## src/rtl/iob_merge_rr_pkg.sv

```systemverilog
// Shared types and sizing helpers for the round-robin IOb merge.
package iob_merge_rr_pkg;

    typedef enum logic {
        ST_IDLE = 1'b0,
        ST_BUSY = 1'b1
    } state_t;

    // Grant index width: never narrower than one bit.
    function automatic int unsigned sel_width(input int unsigned n);
        return (n > 1) ? $clog2(n) : 1;
    endfunction

    localparam int unsigned N_MASTERS_DFLT = 2;
    localparam int unsigned SEL_W          = sel_width(N_MASTERS_DFLT);

endpackage

```

## src/rtl/iob_rr_arbiter.sv

```systemverilog
// Combinational picker: round-robin upward from last_gnt+1, or lowest index first.
module iob_rr_arbiter
#(
    parameter int unsigned N     = 2,
    parameter int unsigned SEL_W = 1
) (
    input  logic [N-1:0]     req,
    input  logic [SEL_W-1:0] last_gnt,
    input  logic             rr_en,
    output logic [SEL_W-1:0] gnt_idx,
    output logic             gnt_vld
);

    logic             lo_hit;
    logic             hi_hit;
    logic [SEL_W-1:0] lo_idx;
    logic [SEL_W-1:0] hi_idx;

    // Lowest requester overall, and lowest requester above last_gnt; the latter wins in RR mode.
    always_comb begin
        lo_hit = 1'b0;
        hi_hit = 1'b0;
        lo_idx = '0;
        hi_idx = '0;
        for (int i = 0; i < int'(N); i++) begin
            if (req[i] && !lo_hit) begin
                lo_hit = 1'b1;
                lo_idx = SEL_W'(i);
            end
            if (req[i] && rr_en && !hi_hit && (SEL_W'(i) > last_gnt)) begin
                hi_hit = 1'b1;
                hi_idx = SEL_W'(i);
            end
        end
        gnt_vld = lo_hit;
        gnt_idx = hi_hit ? hi_idx : lo_idx;
    end

endmodule

```

## src/rtl/iob_merge_rr.sv

```systemverilog
// Merges N IOb masters onto one slave port with RR or fixed-priority arbitration
// and a deferred, single-pulse cache invalidate.
module iob_merge_rr
    import iob_merge_rr_pkg::*;
#(
    parameter int unsigned N_MASTERS = 2,
    parameter int unsigned ADDR_W    = 32,
    parameter int unsigned DATA_W    = 32,
    parameter int unsigned RR_EN     = 1
) (
    input  logic                          clk_i,
    input  logic                          rst_i,
    input  logic                          cke_i,

    input  logic [N_MASTERS-1:0]          m_avalid_i,
    input  logic [N_MASTERS*ADDR_W-1:0]   m_addr_i,
    input  logic [N_MASTERS*DATA_W-1:0]   m_wdata_i,
    input  logic [N_MASTERS*DATA_W/8-1:0] m_wstrb_i,
    output logic [DATA_W-1:0]             m_rdata_o,
    output logic [N_MASTERS-1:0]          m_ack_o,

    output logic                          s_avalid_o,
    output logic [ADDR_W-1:0]             s_addr_o,
    output logic [DATA_W-1:0]             s_wdata_o,
    output logic [DATA_W/8-1:0]           s_wstrb_o,
    input  logic [DATA_W-1:0]             s_rdata_i,
    input  logic                          s_ack_i,

    input  logic                          inv_i,
    output logic                          s_inv_o,
    output logic                          busy_o
);

    localparam int unsigned GNT_W  = sel_width(N_MASTERS);
    localparam int unsigned STRB_W = DATA_W / 8;

    state_t                 state;
    state_t                 state_nxt;
    logic [GNT_W-1:0]       gnt_idx;
    logic [GNT_W-1:0]       gnt_nxt;
    logic [GNT_W-1:0]       last_gnt;
    logic [GNT_W-1:0]       last_nxt;
    logic                   inv_pend;
    logic                   inv_nxt;

    logic [GNT_W-1:0]       arb_idx;
    logic                   arb_vld;

    logic                   sel_avalid;
    logic [ADDR_W-1:0]      sel_addr;
    logic [DATA_W-1:0]      sel_wdata;
    logic [STRB_W-1:0]      sel_wstrb;
    logic [N_MASTERS-1:0]   sel_onehot;
    logic                   ack;

    iob_rr_arbiter #(
        .N     (N_MASTERS),
        .SEL_W (GNT_W)
    ) u_arb (
        .req      (m_avalid_i),
        .last_gnt (last_gnt),
        .rr_en    (RR_EN != 0),
        .gnt_idx  (arb_idx),
        .gnt_vld  (arb_vld)
    );

    // Select the granted master's request fields.
    always_comb begin
        sel_avalid = 1'b0;
        sel_addr   = '0;
        sel_wdata  = '0;
        sel_wstrb  = '0;
        sel_onehot = '0;
        for (int i = 0; i < int'(N_MASTERS); i++) begin
            if (GNT_W'(i) == gnt_idx) begin
                sel_avalid    = m_avalid_i[i];
                sel_addr      = m_addr_i[i*ADDR_W +: ADDR_W];
                sel_wdata     = m_wdata_i[i*DATA_W +: DATA_W];
                sel_wstrb     = m_wstrb_i[i*STRB_W +: STRB_W];
                sel_onehot[i] = 1'b1;
            end
        end
    end

    // Next state and outputs; responses are suppressed when the state cannot advance.
    always_comb begin
        state_nxt  = state;
        gnt_nxt    = gnt_idx;
        last_nxt   = last_gnt;
        inv_nxt    = inv_pend | inv_i;
        ack        = 1'b0;
        s_inv_o    = 1'b0;
        s_avalid_o = 1'b0;
        s_addr_o   = '0;
        s_wdata_o  = '0;
        s_wstrb_o  = '0;
        busy_o     = 1'b0;

        case (state)
            ST_IDLE: begin
                if (inv_pend) begin
                    s_inv_o = cke_i & ~rst_i;
                    inv_nxt = inv_i;
                end else if (arb_vld) begin
                    gnt_nxt   = arb_idx;
                    state_nxt = ST_BUSY;
                end
            end
            ST_BUSY: begin
                busy_o     = 1'b1;
                s_avalid_o = sel_avalid;
                s_addr_o   = sel_addr;
                s_wdata_o  = sel_wdata;
                s_wstrb_o  = sel_wstrb;
                if (s_ack_i) begin
                    ack       = cke_i & ~rst_i;
                    last_nxt  = gnt_idx;
                    state_nxt = ST_IDLE;
                end else if (!sel_avalid) begin
                    state_nxt = ST_IDLE;
                end
            end
            default: state_nxt = ST_IDLE;
        endcase

        m_ack_o   = ack ? sel_onehot : '0;
        m_rdata_o = ack ? s_rdata_i : '0;
    end

    always_ff @(posedge clk_i) begin
        if (rst_i) begin
            state    <= ST_IDLE;
            gnt_idx  <= '0;
            last_gnt <= GNT_W'(N_MASTERS - 1);
            inv_pend <= 1'b0;
        end else if (cke_i) begin
            state    <= state_nxt;
            gnt_idx  <= gnt_nxt;
            last_gnt <= last_nxt;
            inv_pend <= inv_nxt;
        end
    end

endmodule

```

## config.mk

```make
export PLATFORM = sky130hd
export DESIGN_NAME = iob_merge_rr
export DESIGN_NICKNAME = d
export VERILOG_FILES = /design/src/rtl/iob_merge_rr_pkg.sv /design/src/rtl/iob_rr_arbiter.sv /design/src/rtl/iob_merge_rr.sv
export SDC_FILE = /design/constraint.sdc
export NUM_CORES = 1
export LEC_CHECK = 0
export BUFFER_PORTS_ARGS = -buffer_cell sky130_fd_sc_hd__buf_2
export CAP_MARGIN = 20
export CORE_AREA = 2 2 110 112
export DETAILED_ROUTE_END_ITERATION = 8
export DIE_AREA = 0 0 112 114
export GPL_TIMING_DRIVEN = 1
export SYNTH_ARGS = -nofsm -noshare
export SYNTH_HDL_FRONTEND = slang
export SYNTH_SLANG_ARGS = --single-unit
```

## constraint.sdc

```tcl
create_clock -name clk_i -period 1.7 [get_ports clk_i]
set_input_delay 0.425 -clock clk_i [delete_from_list [all_inputs] [get_ports clk_i]]
set_output_delay 0.425 -clock clk_i [all_outputs]
set_load 0.01 [all_outputs]
```

==> summary.md <==
| Metric | Value |
|---|---|
| Status | `finished, violations left` |
| Failing checks | `setup timing` |
| Antenna violations before repair | `2` |
| Largest net degree at the start of global routing | `47` |
| Full die area | `0.0128 sq mm` |
| Share of cells above drive strength 1 | `0.627` |
| Finished Layout Cells | `647` |
| Port Buf Inserts | `279` |
| Switching power share of the total | `0.320` |
| Hold Fails Final Rpt | `0` |
| Number of global-route vias before repair | `2127` |
| Type of origin of the critical path | `flop` |
| DRT antenna net count | `0` |
| Final #Nets | `674` |
| Most frequent cells in the layout | `buf_2, nor2b_1, mux2i_1` |
| Setup slack after layout | `-36.5 ps` |
| Routability Congestion | `0.830` |
| IO Pins | `280` |
| Die Ht | `114 um` |
| Global-route wire length before repair | `10.7 mm` |
| Commonest non-fill, non-tap cell in the layout | `buf_2` |
| Pre-CTS setup slack | `-19.6 ps` |
| Root buffer cell | `clkbuf_16` |
| Worst hold start | `m_avalid_i[1]` |
| Worst Tran Pin Value | `259 ps` |
| Gate Count Post-Synth | `214` |
| NetSw | `0.388 mW` |
| Chip width | `112 um` |
| Row cnt | `40` |
| Logic gate share of total power | `0.597` |
| Final Power | `1.21 mW` |
| Relative slew slack | `0.827` |
| Fmax achieved | `0.576 GHz` |
| Vias per inst | `3.82` |
| Iter 0 DRT Violations | `98` |
| Total GRT Usage | `0.0999` |
| RSZ-0062 raised after global routing | `yes` |
| Clk pwr share | `0.316` |
| H-tree levels | `1` |
| Seq cells post-synth | `4` |
| Hold Path Sink | `gnt_idx$_SDFFE_PP0P_` |
| Inst Count DP | `634` |
| FF/Latch Area | `87.6 sq um` |
| Layout area overhead | `118%` |
| R2r setup slk | `420 ps` |
| Syn Area/Cell | `7.68 sq um` |
| Slew Limit Fails | `0` |
| Register-to-Register Path Depth | `5` |
| Max VDD drop | `0.331 mV` |
| Critical path type | `flop to output pin` |
| Core Area | `0.0117 sq mm` |
| Mapped Area | `0.00164 sq mm` |
| CTS Hold Buffers Added | `0` |
| Total gr overflow | `0` |
| Hold Crit Class | `primary input to flop` |
| Clock buffer depth | `2` |
| Post-synthesis sequential area ratio | `0.0487` |
| Pint | `0.825 mW` |
| Max cap viols | `0` |
| Final setup fails | `17` |
| Final min period | `1740 ps` |
| Post-route DRC violation count | `0` |
| Fin crit share | `1.02` |
| Yosys warns | `0` |
| Distinct cells, synth | `21` |
| Drt first pass iters | `4` |
| Worst R2R Start | `state$_SDFFE_PP0P_` |
| Drt wl/cell | `12.3 um` |
| Mapped Nets | `389` |
| TritonCTS buffer count | `3` |
| Flop pwr share | `0.087` |
| PD cells | `339 mW/mm^2` |
| Fillers | `1296` |
| Initial Util | `0.140` |
| WHS Path Cells | `3` |
| LEAKAGE | `1.94 nW` |
| DR vias | `2474` |
| Reg-to-Reg End | `state$_SDFFE_PP0P_` |
| CTS clk-pin slew, worst paths | `30 ps` |
| Clk sink count | `4` |
| Clock Latency Late Sink | `230 ps` |
| Detail Placement HPWL | `6.24 mm` |
| Crit end category | `output pin` |
| WP data required | `1270 ps` |
| Data arrival, critical path | `1310 ps` |
| Final wirelength | `7.96 mm` |
| CTS tree | `yes` |
| Multi-input gate area | `0.00151 sq mm` |
| Worst Clk Skew | `1.79 ps` |
| CP max FO | `12` |
-- area by class of cell --
class / instances / share of cell area
clock buffer: 4 / 0.0221
multi-input combinational: 190 / 0.422
inverter: 1 / 0.00105
tap: 147 / 0.0515
sequential: 4 / 0.0245
antenna: 2 / 0.00140
timing repair buffer: 299 / 0.478
-- cell usage after synthesis (all sizes together) --
cell type  instances  area share
a21oi              1      0.0030
nand2              2      0.0046
nor2b             70        0.27
nor3               2      0.0061
nand3              2      0.0061
inv                1      0.0023
buf               10       0.044
nor4bb             1      0.0061
clkbuf             9       0.023
nor2               3      0.0084
nand2b             1      0.0038
nor3b              2      0.0091
dfxtp              4       0.049
and2              33        0.13
mux2i             70        0.43
a22oi              1      0.0046
a21bo              1      0.0061
o31a               1      0.0053
-- cells by family after synthesis --
family          share of synthesized area
compound gates                     0.0190
buf+inv                            0.0693
simple gates                        0.436
mux                                 0.427
flops                              0.0487
-- registers in the layout, summed over array words and instances (netlist names) --
signal    cells
gnt_idx       1
last_gnt      1
state         1
inv_pend      1
-- critical path, cell delays in order, from the launching register on --
cell and delay, ps:
dfxtp_4 350, buf_12 150, clkbuf_16 190, mux2i_1 200, nor2b_1 60, buf_2 130
-- how the worst max path moves through the flow --
stage / depth (start not counted) / to / from
4_1_cts: 4 / s_addr_o[3] / gnt_idx$_SDFFE_PP0P_
2_1_floorplan: 4 / s_wdata_o[10] / state$_SDFFE_PP0P_
3_5_place_dp: 6 / m_rdata_o[5] / s_ack_i
5_1_grt: 5 / s_wdata_o[13] / gnt_idx$_SDFFE_PP0P_
3_3_place_gp: 6 / m_rdata_o[16] / s_ack_i
6_report: 5 / s_addr_o[22] / gnt_idx$_SDFFE_PP0P_
-- metrics by stage --
step           utilization  instance area, sq um  setup TNS (ps)  hold slack, ps
2_1_floorplan            -                  1640               0             444
3_3_place_gp         0.279                  3270           -69.1             464
3_5_place_dp         0.279                  3270           -68.2             475
4_1_cts              0.288                  3370            -912             479
5_1_grt              0.305                  3570           -3690             499
6_report             0.305                  3570            -393             479
-- per-layer routing --
layer | global-route usage | up-vias | wire length [um]
met1 | 0.134 | 1067 | 3440
met2 | 0.166 | 123 | 3830
met3 | 0.0287 | 2 | 682
li1 | - | 1282 | -
met4 | 0.00976 | 0 | 13
met5 | 0 | - | 0
-- power by group through the flow --
| stage | clock [mW] | combinational [mW] | sequential (mW) |
|---|---|---|---|
| floorplan | 0 | 0.323 | 0.105 |
| global route | 0.398 | 0.787 | 0.106 |
| detailed placement | 0 | 0.663 | 0.110 |
| CTS | 0.392 | 0.674 | 0.109 |
| global placement | 0 | 0.660 | 0.109 |
| finish | 0.383 | 0.724 | 0.105 |
-- what timing repair did --
item | in CTS | in global routing
cloned | 0 | 5
resized for setup | 6 | 14
setup buffers | 0 | 2
endpoints found under the setup margin | 65 | 95
No activity file was read; power rests on OpenSTA's default activity.
